[config.mk]
export PLATFORM = sky130hd
export DESIGN_NAME = pipe_ex
export DESIGN_NICKNAME = d
export VERILOG_FILES = /design/src/rtl/pipe_ex.sv
export SDC_FILE = /design/constraint.sdc
export NUM_CORES = 1
export LEC_CHECK = 0
export CAP_MARGIN = 30
export CELL_PAD_IN_SITES_DETAIL_PLACEMENT = 1
export CELL_PAD_IN_SITES_GLOBAL_PLACEMENT = 2
export CORE_ASPECT_RATIO = 1.4
export CORE_MARGIN = 5
export CORE_UTILIZATION = 30
export CTS_CLUSTER_DIAMETER = 80
export DETAILED_ROUTE_END_ITERATION = 12
export PLACE_DENSITY = 0.89
export SLEW_MARGIN = 20
export SYNTH_ARGS = -nofsm -noshare
export SYNTH_HDL_FRONTEND = slang
export SYNTH_SLANG_ARGS = --single-unit
[constraint.sdc]
create_clock -name clk -period 2.5 [get_ports clk]
set_input_delay 0.5 -clock clk [delete_from_list [all_inputs] [get_ports clk]]
set_output_delay 0.5 -clock clk [all_outputs]
set_load 0.005 [all_outputs]
[src/rtl/pipe_ex.sv]
// Execute stage: ALU, branch/jump resolution and address generation behind a
// one-entry valid/ready output register, with epoch-based squashing of wrong-path work.
module pipe_ex #(
  parameter int REG_SZ  = 32,
  parameter int ALUOP_L = 5
) (
  input  logic               clk,
  input  logic               rst,
  input  logic               in_valid,
  output logic               in_ready,
  input  logic [ALUOP_L-1:0] in_alu_op,
  input  logic               in_alu_c,
  input  logic [4:0]         in_rd,
  input  logic [31:0]        in_pc,
  input  logic [REG_SZ-1:0]  in_opr1,
  input  logic [REG_SZ-1:0]  in_opr2,
  input  logic [REG_SZ-1:0]  in_val,
  input  logic               in_jp_e,
  input  logic               in_br_e,
  input  logic               in_wb_e,
  input  logic [1:0]         in_rw_e,
  input  logic [1:0]         in_rw_len,
  input  logic               in_epoch,
  output logic               out_valid,
  input  logic               out_ready,
  output logic [REG_SZ-1:0]  out_res,
  output logic [REG_SZ-1:0]  out_val,
  output logic [4:0]         out_rd,
  output logic               out_wb_e,
  output logic [1:0]         out_rw_e,
  output logic [1:0]         out_rw_len,
  output logic [31:0]        out_pc,
  output logic [4:0]         EX_fwd_idx,
  output logic [31:0]        EX_fwd_val,
  output logic               redirect_valid,
  output logic [31:0]        redirect_pc,
  output logic               epoch
);

  localparam logic [ALUOP_L-1:0] ALU_ADD  = ALUOP_L'(0);
  localparam logic [ALUOP_L-1:0] ALU_SUB  = ALUOP_L'(1);
  localparam logic [ALUOP_L-1:0] ALU_SLL  = ALUOP_L'(2);
  localparam logic [ALUOP_L-1:0] ALU_SRL  = ALUOP_L'(3);
  localparam logic [ALUOP_L-1:0] ALU_SRA  = ALUOP_L'(4);
  localparam logic [ALUOP_L-1:0] ALU_XOR  = ALUOP_L'(5);
  localparam logic [ALUOP_L-1:0] ALU_OR   = ALUOP_L'(6);
  localparam logic [ALUOP_L-1:0] ALU_AND  = ALUOP_L'(7);
  localparam logic [ALUOP_L-1:0] ALU_SLT  = ALUOP_L'(8);
  localparam logic [ALUOP_L-1:0] ALU_SLTU = ALUOP_L'(9);
  localparam logic [ALUOP_L-1:0] ALU_SEQ  = ALUOP_L'(10);
  localparam logic [ALUOP_L-1:0] ALU_PASS = ALUOP_L'(11);

  typedef struct packed {
    logic              valid;
    logic [REG_SZ-1:0] res;
    logic [REG_SZ-1:0] val;
    logic [4:0]        rd;
    logic              wb_e;
    logic [1:0]        rw_e;
    logic [1:0]        rw_len;
    logic [31:0]       pc;
  } out_reg_t;

  out_reg_t          out_q, out_d;
  logic              redirect_valid_q, redirect_valid_d;
  logic [31:0]       redirect_pc_q, redirect_pc_d;
  logic              epoch_q, epoch_d;

  logic              accept;
  logic [4:0]        shamt;
  logic [REG_SZ-1:0] alu_res;
  logic [REG_SZ-1:0] opr_sum;
  logic [31:0]       pc_plus_val;
  logic [31:0]       jump_target;

  assign in_ready    = !out_q.valid || out_ready;
  assign accept      = in_valid && in_ready;
  assign shamt       = in_opr2[4:0];
  assign opr_sum     = in_opr1 + in_opr2;
  assign pc_plus_val = in_pc + 32'(in_val);
  assign jump_target = 32'(opr_sum) & ~32'd1;

  always_comb begin
    // NOTE: every combinational output gets a default before the case so no path
    // can leave it unassigned and infer a latch.
    alu_res = '0;
    unique case (in_alu_op)
      ALU_ADD:  alu_res = opr_sum;
      ALU_SUB:  alu_res = in_opr1 - in_opr2;
      ALU_SLL:  alu_res = in_opr1 << shamt;
      ALU_SRL:  alu_res = in_opr1 >> shamt;
      ALU_SRA:  alu_res = REG_SZ'($signed(in_opr1) >>> shamt);
      ALU_XOR:  alu_res = in_opr1 ^ in_opr2;
      ALU_OR:   alu_res = in_opr1 | in_opr2;
      ALU_AND:  alu_res = in_opr1 & in_opr2;
      ALU_SLT:  alu_res = REG_SZ'(($signed(in_opr1) < $signed(in_opr2)) ^ in_alu_c);
      ALU_SLTU: alu_res = REG_SZ'((in_opr1 < in_opr2) ^ in_alu_c);
      ALU_SEQ:  alu_res = REG_SZ'((in_opr1 == in_opr2) ^ in_alu_c);
      ALU_PASS: alu_res = in_opr1;
      default:  alu_res = '0;
    endcase
  end

  always_comb begin
    out_d            = out_q;
    redirect_valid_d = 1'b0;
    redirect_pc_d    = redirect_pc_q;
    epoch_d          = epoch_q;
    if (accept) begin
      if (in_epoch != epoch_q) begin
        out_d.valid = 1'b0;
      end else begin
        out_d.valid  = 1'b1;
        out_d.res    = alu_res;
        out_d.val    = in_val;
        out_d.rd     = in_rd;
        out_d.wb_e   = in_wb_e;
        out_d.rw_e   = in_rw_e;
        out_d.rw_len = in_rw_len;
        out_d.pc     = in_pc;
        if (in_jp_e) begin
          out_d.res        = REG_SZ'(pc_plus_val);
          redirect_valid_d = 1'b1;
          redirect_pc_d    = jump_target;
          epoch_d          = ~epoch_q;
        end else if (in_br_e) begin
          out_d.wb_e = 1'b0;
          if (alu_res[0]) begin
            redirect_valid_d = 1'b1;
            redirect_pc_d    = pc_plus_val;
            epoch_d          = ~epoch_q;
          end
        end else if (in_rw_e != 2'd0) begin
          out_d.res = opr_sum;
        end
      end
    end else if (out_ready) begin
      out_d.valid = 1'b0;
    end
  end

  // NOTE: state registers use non-blocking assignments so every flop samples
  // pre-edge values regardless of process ordering.
  always_ff @(posedge clk or negedge rst) begin
    if (!rst) begin
      out_q            <= '0;
      redirect_valid_q <= 1'b0;
      redirect_pc_q    <= '0;
      epoch_q          <= 1'b0;
    end else begin
      out_q            <= out_d;
      redirect_valid_q <= redirect_valid_d;
      redirect_pc_q    <= redirect_pc_d;
      epoch_q          <= epoch_d;
    end
  end

  assign out_valid      = out_q.valid;
  assign out_res        = out_q.res;
  assign out_val        = out_q.val;
  assign out_rd         = out_q.rd;
  assign out_wb_e       = out_q.wb_e;
  assign out_rw_e       = out_q.rw_e;
  assign out_rw_len     = out_q.rw_len;
  assign out_pc         = out_q.pc;
  assign redirect_valid = redirect_valid_q;
  assign redirect_pc    = redirect_pc_q;
  assign epoch          = epoch_q;

  // Loads have no result yet, so only ALU/jump writebacks are forwarded.
  assign EX_fwd_idx = (out_q.valid && out_q.wb_e && out_q.rw_e == 2'd0) ? out_q.rd : 5'd0;
  assign EX_fwd_val = 32'(out_q.res);

endmodule

==> After elaboration in Yosys (flattened, before gate mapping) <==
Index checks and enable logic that the tools add are counted.
{ "op_classes": {"bitwise": 8, "shift": 3, "n_lt_le_gt_ge": 2, "mux": 21, "n_reduce_logical": 13, "n_eq_ne": 13, "add_sub_neg": 3} }
{ "ops": {"columns": ["operator", "count"], "rows": [
  ["$pmux W32 S12", 1],
  ["$mux W32", 6],
  ["$add A32 B32 Y32", 2],
  ["$lt A32 B32 Y1", 2],
  ["$and A32 B32 Y32", 1],
  ["$eq A32 B32 Y1", 1],
  ["$or A32 B32 Y32", 1],
  ["$shl A32 B5 Y32", 1],
  ["$shr A32 B5 Y32", 1],
  ["$sshr A32 B5 Y32", 1],
  ["$sub A32 B32 Y32", 1],
  ["$xor A32 B32 Y32", 1],
  ["$eq A5 B3 Y1 const B", 4],
  ["$eq A5 B4 Y1 const B", 4],
  ["$mux W1", 13],
  ["$eq A5 B2 Y1 const B", 2],
  ["$reduce_bool A2 Y1", 4],
  ["$eq A5 B1 Y1 const B", 1],
  ["$logic_not A5 Y1", 1],
  ["$mux W5", 1],
  ["$reduce_and A4 Y1", 1],
  ["$logic_and A1 B1 Y1", 3],
  ["$xor A1 B1 Y1", 3],
  ["$logic_not A2 Y1", 1],
  ["5 further kinds", 6]
]} }
{ "word_totals": {"ff_bits": 141, "word_cells": 74, "out_inout_bits": 179, "inputBits": 151} }

==> Logic depth before layout (Yosys ltp) <==
{ "depth": {"ltp_word": 8, "ltp_mapped": 18, "mapped_depth_nobuf": 15} }

==> Worst setup path after synthesis <==
No wires, ideal clock.
{ "synth_path": {"path_type": "input to register", "from": "input port in_opr2[2]", "to": "register redirect_pc_q[12] (netlist: redirect_pc[12])", "path_buffers": 5, "path_stages": 16, "required_time_ns": 2.368, "path_slack_ns": -2.622, "arrival_time_ns": 4.989, "setup_ns": 0.132, "cell_sequence": "inv_1 -> clkbuf_1 -> clkbuf_1 -> clkbuf_1 -> ha_1 -> clkbuf_1 -> nor3_1 -> or4b_1 -> nor4_2 -> nor3_1 -> or4_4 -> o21a_1 -> nor4_4 -> a21o_4 -> clkbuf_2 -> o21ai_0"} }
{ "synth_between": {"elab_chain_len": 5, "elab_cells_between_ends": 14, "classes_between": "add/sub: 1; order compare: 2; eq/ne: 1; shift: 3; mux: 2; bitwise: 3; reduce/logical: 2"} }
{ "synth_rtl": {"columns": ["item", "line_no", "source"], "rows": [
  ["from (decl)", "16", "input logic [REG_SZ-1:0] in_opr2,"],
  ["$lt A32 B32 Y1 (tied with other cells)", "97", "ALU_SLTU: alu_res = REG_SZ'((in_opr1 < in_opr2) ^ in_alu_c);"],
  ["$xor A1 B1 Y1 (on tied branches)", "97, 96, 98", null],
  ["$pmux W32 S12", "87", "unique case (in_alu_op)"],
  ["$reduce_bool A2 Y1 (no source line)", null, null],
  ["$reduce_and A4 Y1 (no source line)", null, null],
  ["to (signal assigned)", "153", "redirect_pc_q <= redirect_pc_d;"],
  ["to (decl)", "66", "logic [31:0] redirect_pc_q, redirect_pc_d;"]
]} }
Several ways; a longest one is shown, not always the timed one.
A chain may end at the register's enable or synchronous reset.

==> Final worst setup path <==
{ "layout_path": {"from": "input port in_opr1[11]", "to": "register redirect_pc_q[12] (netlist: redirect_pc[12])"} }
{ "layout_between": {"elab_chain_len": 5, "elab_cells_between_ends": 14, "classes_between": "add/sub: 1; order compare: 2; eq/ne: 1; shift: 3; mux: 2; bitwise: 3; reduce/logical: 2"} }
{ "layout_rtl": {"columns": ["item", "line_no", "source"], "rows": [
  ["from (decl)", "15", "input logic [REG_SZ-1:0] in_opr1,"],
  ["$lt A32 B32 Y1 (tied with other cells)", "97", null],
  ["$xor A1 B1 Y1 (on tied branches)", "97, 96, 98", null],
  ["$pmux W32 S12", "87", null],
  ["$reduce_bool A2 Y1 (no source line)", null, null],
  ["$reduce_and A4 Y1 (no source line)", null, null]
]} }
Several ways; a longest one is shown, not always the timed one.

==> results.yml <==
die:
  die_w_um: 209.4
  coreArea_mm2: 0.05526
  core.rowCount: 102
  die_y_um: 289.2
  boundaryPins: 330
  start_util_pct: 30.22
  dieArea_mm2: 0.06056
run_status:
  violations: "setup timing"
  status: "complete, but fails checks"
timing:
  fin_ws_ps: -1178
  worst_slew_pin_slew_ps: 949.5
  hold_violations: 0
  rsz0062_at_grt: "true"
  hold-worst-slack_ps: 59.96
  slew_headroom_pct: 36.70
  period_share_pct: 147.1
  period_minus_slack_ps: 3678
  fmax_mhz: 271.9
  clock-skew-final_ps: 7.642
  setup_viol: 66
  drv_slew: 0
setup_path:
  r2r-start: "epoch"
  start_kind: "primary input"
  startpoint: "in_opr1[11]"
  crit_required_ps: 2860
  rr_worst_depth: 8
  crit_arrival_ps: 4040
  rrSetupSlack_ps: 310
  critPathKind: "in -> reg"
  worst_setup_path_end_kind: "register"
  critPathMaxFanout: 5
  r2r-end: "EX_fwd_val[11]"
  crit_end: "redirect_pc[12]"
clocking:
  ctsLongestPathBuffers: 2
  cts-htree-levels: 4
  cts_tree: "done"
  clk_pin_slew_worst_paths_ps: 60
  cts_sinks: 141
  worst_skew_pair.late_latency_ps: 440
  cts-buffers-inserted: 17
  cts-root-buf: "clkbuf_16"
  cts_hold_buffers: 0
global_route:
  grt.total_usage_pct: 31.58
  first_global_vias: 24560
  grt-ovfl-total: 0
  grt_pass1_wl_um: 149500
  antenna_found_initial: 7
  grt_max_degree: 74
logic_synthesis:
  synth_seq_cells: 141
  yosysTopAreaCellShare_pct: 21.13
  netlist_area_mm2: 0.01670
  synthArstFlopShare_pct: 100.0
  ys_types: 83
  synth_edf_count: 0
  yosys.area.top_type: "dfrtp_1"
  synth.area.top_cells: "dfrtp_1 21%, ha_1 9.6%, nand2_1 8.8%"
  synthFlopType: "dfrtp_1"
  syn_nets: 2509
  syn_area_per_cell_um2: 7.500
  synthCells: 2227
  synth.yosys.seq_area_share_pct: 21.13
  yosysWarningCount: 0
pwr:
  vdd_drop_max_mv: 0.5363
  leakage_nw: 13.67
  power_w: 0.01878
  p_per_area_mw_per_mm2: 621.6
place:
  hpwlAfterDp_um: 75070
  io_buffers: 329
  place_congestion: 1.091
drt:
  wl_per_cell_um: 29.38
  drc: 0
  first_iter_violations: 2341
  vias: 23920
  drtAntennaViolNets: 0
  via_per_inst: 6.105
  firstDrtPassIters: 5
  wl_um: 115100
cells_and_area:
  fillCellCount: 6349
  regArea_mm2: 0.003528
  utilization_pct: 54.67
  layout-drive-gt1-share_pct: 43.33
  syn_to_final_growth_pct: 80.87
  finalNetCount: 3457
  multi_input_area_mm2: 0.01496
min_path:
  hold_class: "in -> async"
flow_run:
  drv_cap: 0
==> critical path, stage by stage <==
cell,delay (ps)
buf_6,110
inv_2,110
ha_4,220
or4_4,500
or4_4,540
nor4_4,190
nor3_2,80
or4_4,510
o21a_1,220
nor4_4,240
buf_4,190
a21o_4,180
buf_12,150
buf_8,120
nand2_1,90
o21ai_2,80
==> per-layer routing <==
| layer | GRT usage (%) | wire length, µm | vias to the layer above |
|---|---|---|---|
| met3 | 4.799 | 9667 | 710 |
| met5 | 0 | 17 | - |
| li1 | - | - | 9869 |
| met2 | 56.18 | 55270 | 1615 |
| met4 | 23.83 | 11010 | 2 |
| met1 | 33.61 | 39150 | 11720 |
==> what timing repair did <==
item	CTS	global route
pin swaps	173	176
setup buffers	70	61
setup endpoints to repair	66	66
cloned	2	4
resized for setup	612	300
==> sequential cells by signal (all words and copies together) (netlist names) <==
register,cells
out_valid,1
out_pc,32
out_rd,5
redirect_pc,32
EX_fwd_val,32
out_rw_len,2
out_rw_e,2
epoch,1
out_wb_e,1
out_val,32
redirect_valid,1
==> cell usage in the layout (no fill, tap or decap), types with 14 or more instances in the layout <==
cell,netlist,routed
and2_1,22,22
ha_4,0,51
a21oi_2,0,34
buf_4,32,662
o211ai_1,30,30
a211oi_1,35,19
dfrtp_1,141,141
dlymetal6s2s_1,0,15
clkbuf_16,0,19
a31oi_1,26,15
nor2_2,0,14
buf_2,6,14
o21ai_1,2,37
a21oi_1,172,126
o22ai_1,23,16
xnor2_2,0,15
buf_12,2,22
a211oi_2,0,14
dlygate4sd2_1,0,41
inv_1,107,44
clkbuf_2,1,18
clkdlybuf4s50_1,0,216
a21o_1,36,36
nor2_1,199,177
mux4_2,28,28
o21ai_2,12,32
xnor2_1,59,41
nand3_1,24,19
xor2_1,15,14
nor3_1,47,30
nand2_2,0,15
inv_2,2,55
nand2_1,390,365
ha_1,128,70
o21ai_0,125,58
buf_6,2,89
mux2i_1,77,64
a22o_1,18,16
==> power breakdown <==
part,switching (W),internal [W],total [W]
clock,0.00106,0.00179,0.00285
sequential,0.00100,0.00336,0.00436
combinational,0.00561,0.00597,0.0116
total,0.00766,0.0111,0.0188
==> area by class of cell <==
type	instances	area share (%)
Tap cell	728	3.015
Clock buffer	20	1.479
Sequential cell	141	11.68
Clock inverter	11	0.6337
Timing Repair Buffer	1104	32.05
Timing Repair inverter	1	0.02899
Antenna cell	3	0.02485
Multi-Input combinational cell	1800	49.51
Inverter	110	1.582
==> how the worst min path moves through the flow <==
stage | end | slack, ps | start | cells after the start
finish | out_val[12] | 60 | rst | 1
global route | out_pc[10] | 110 | rst | 1
CTS | out_pc[10] | 70 | rst | 1
detailed placement | out_pc[17] | 460 | out_pc[17] | 2
global placement | out_pc[14] | 460 | out_pc[14] | 2
floorplan | EX_fwd_val[0] | 200 | rst | 0
==> logic make-up (layout without fill, tap and decap cells) <==
family / count (synthesis) / after routing / share of synthesized area (%)
flip-flops: 141 / 141 / 21.13
AO/OA/AOI/OAI: 669 / 669 / 26.60
AND/OR/NAND/NOR: 800 / 800 / 21.09
buffers and inverters: 286 / 1246 / 7.551
multiplexers: 126 / 126 / 9.806
other: 0 / 3 / 0
XOR/XNOR: 74 / 74 / 3.880
adder cells (fa/ha/maj): 131 / 131 / 9.948
==> cell usage after synthesis (36+ instances only) <==
master / number
nand2_1: 390
nor2_1: 199
a21oi_1: 172
dfrtp_1: 141
ha_1: 128
o21ai_0: 125
clkbuf_1: 108
inv_1: 107
mux2i_1: 77
xnor2_1: 59
nor3_1: 47
a21o_1: 36
==> metrics by stage <==
| stage | std cells | TNS (ps) | setup WS [ps] | cell area [µm²] |
|---|---|---|---|---|
| final | 3918 | -58060 | -1178 | 30210 |
| after global routing | 3918 | -60290 | -1231 | 30210 |
| after CTS | 3870 | -39020 | -905.6 | 28670 |
| after detailed placement | 3771 | -117720 | -2220 | 25600 |
| after global placement | 3771 | -112700 | -2231 | 25600 |
| after floorplan | 2227 | -59160 | -1420 | 17380 |
No activity file was read; power rests on OpenSTA's default activity.
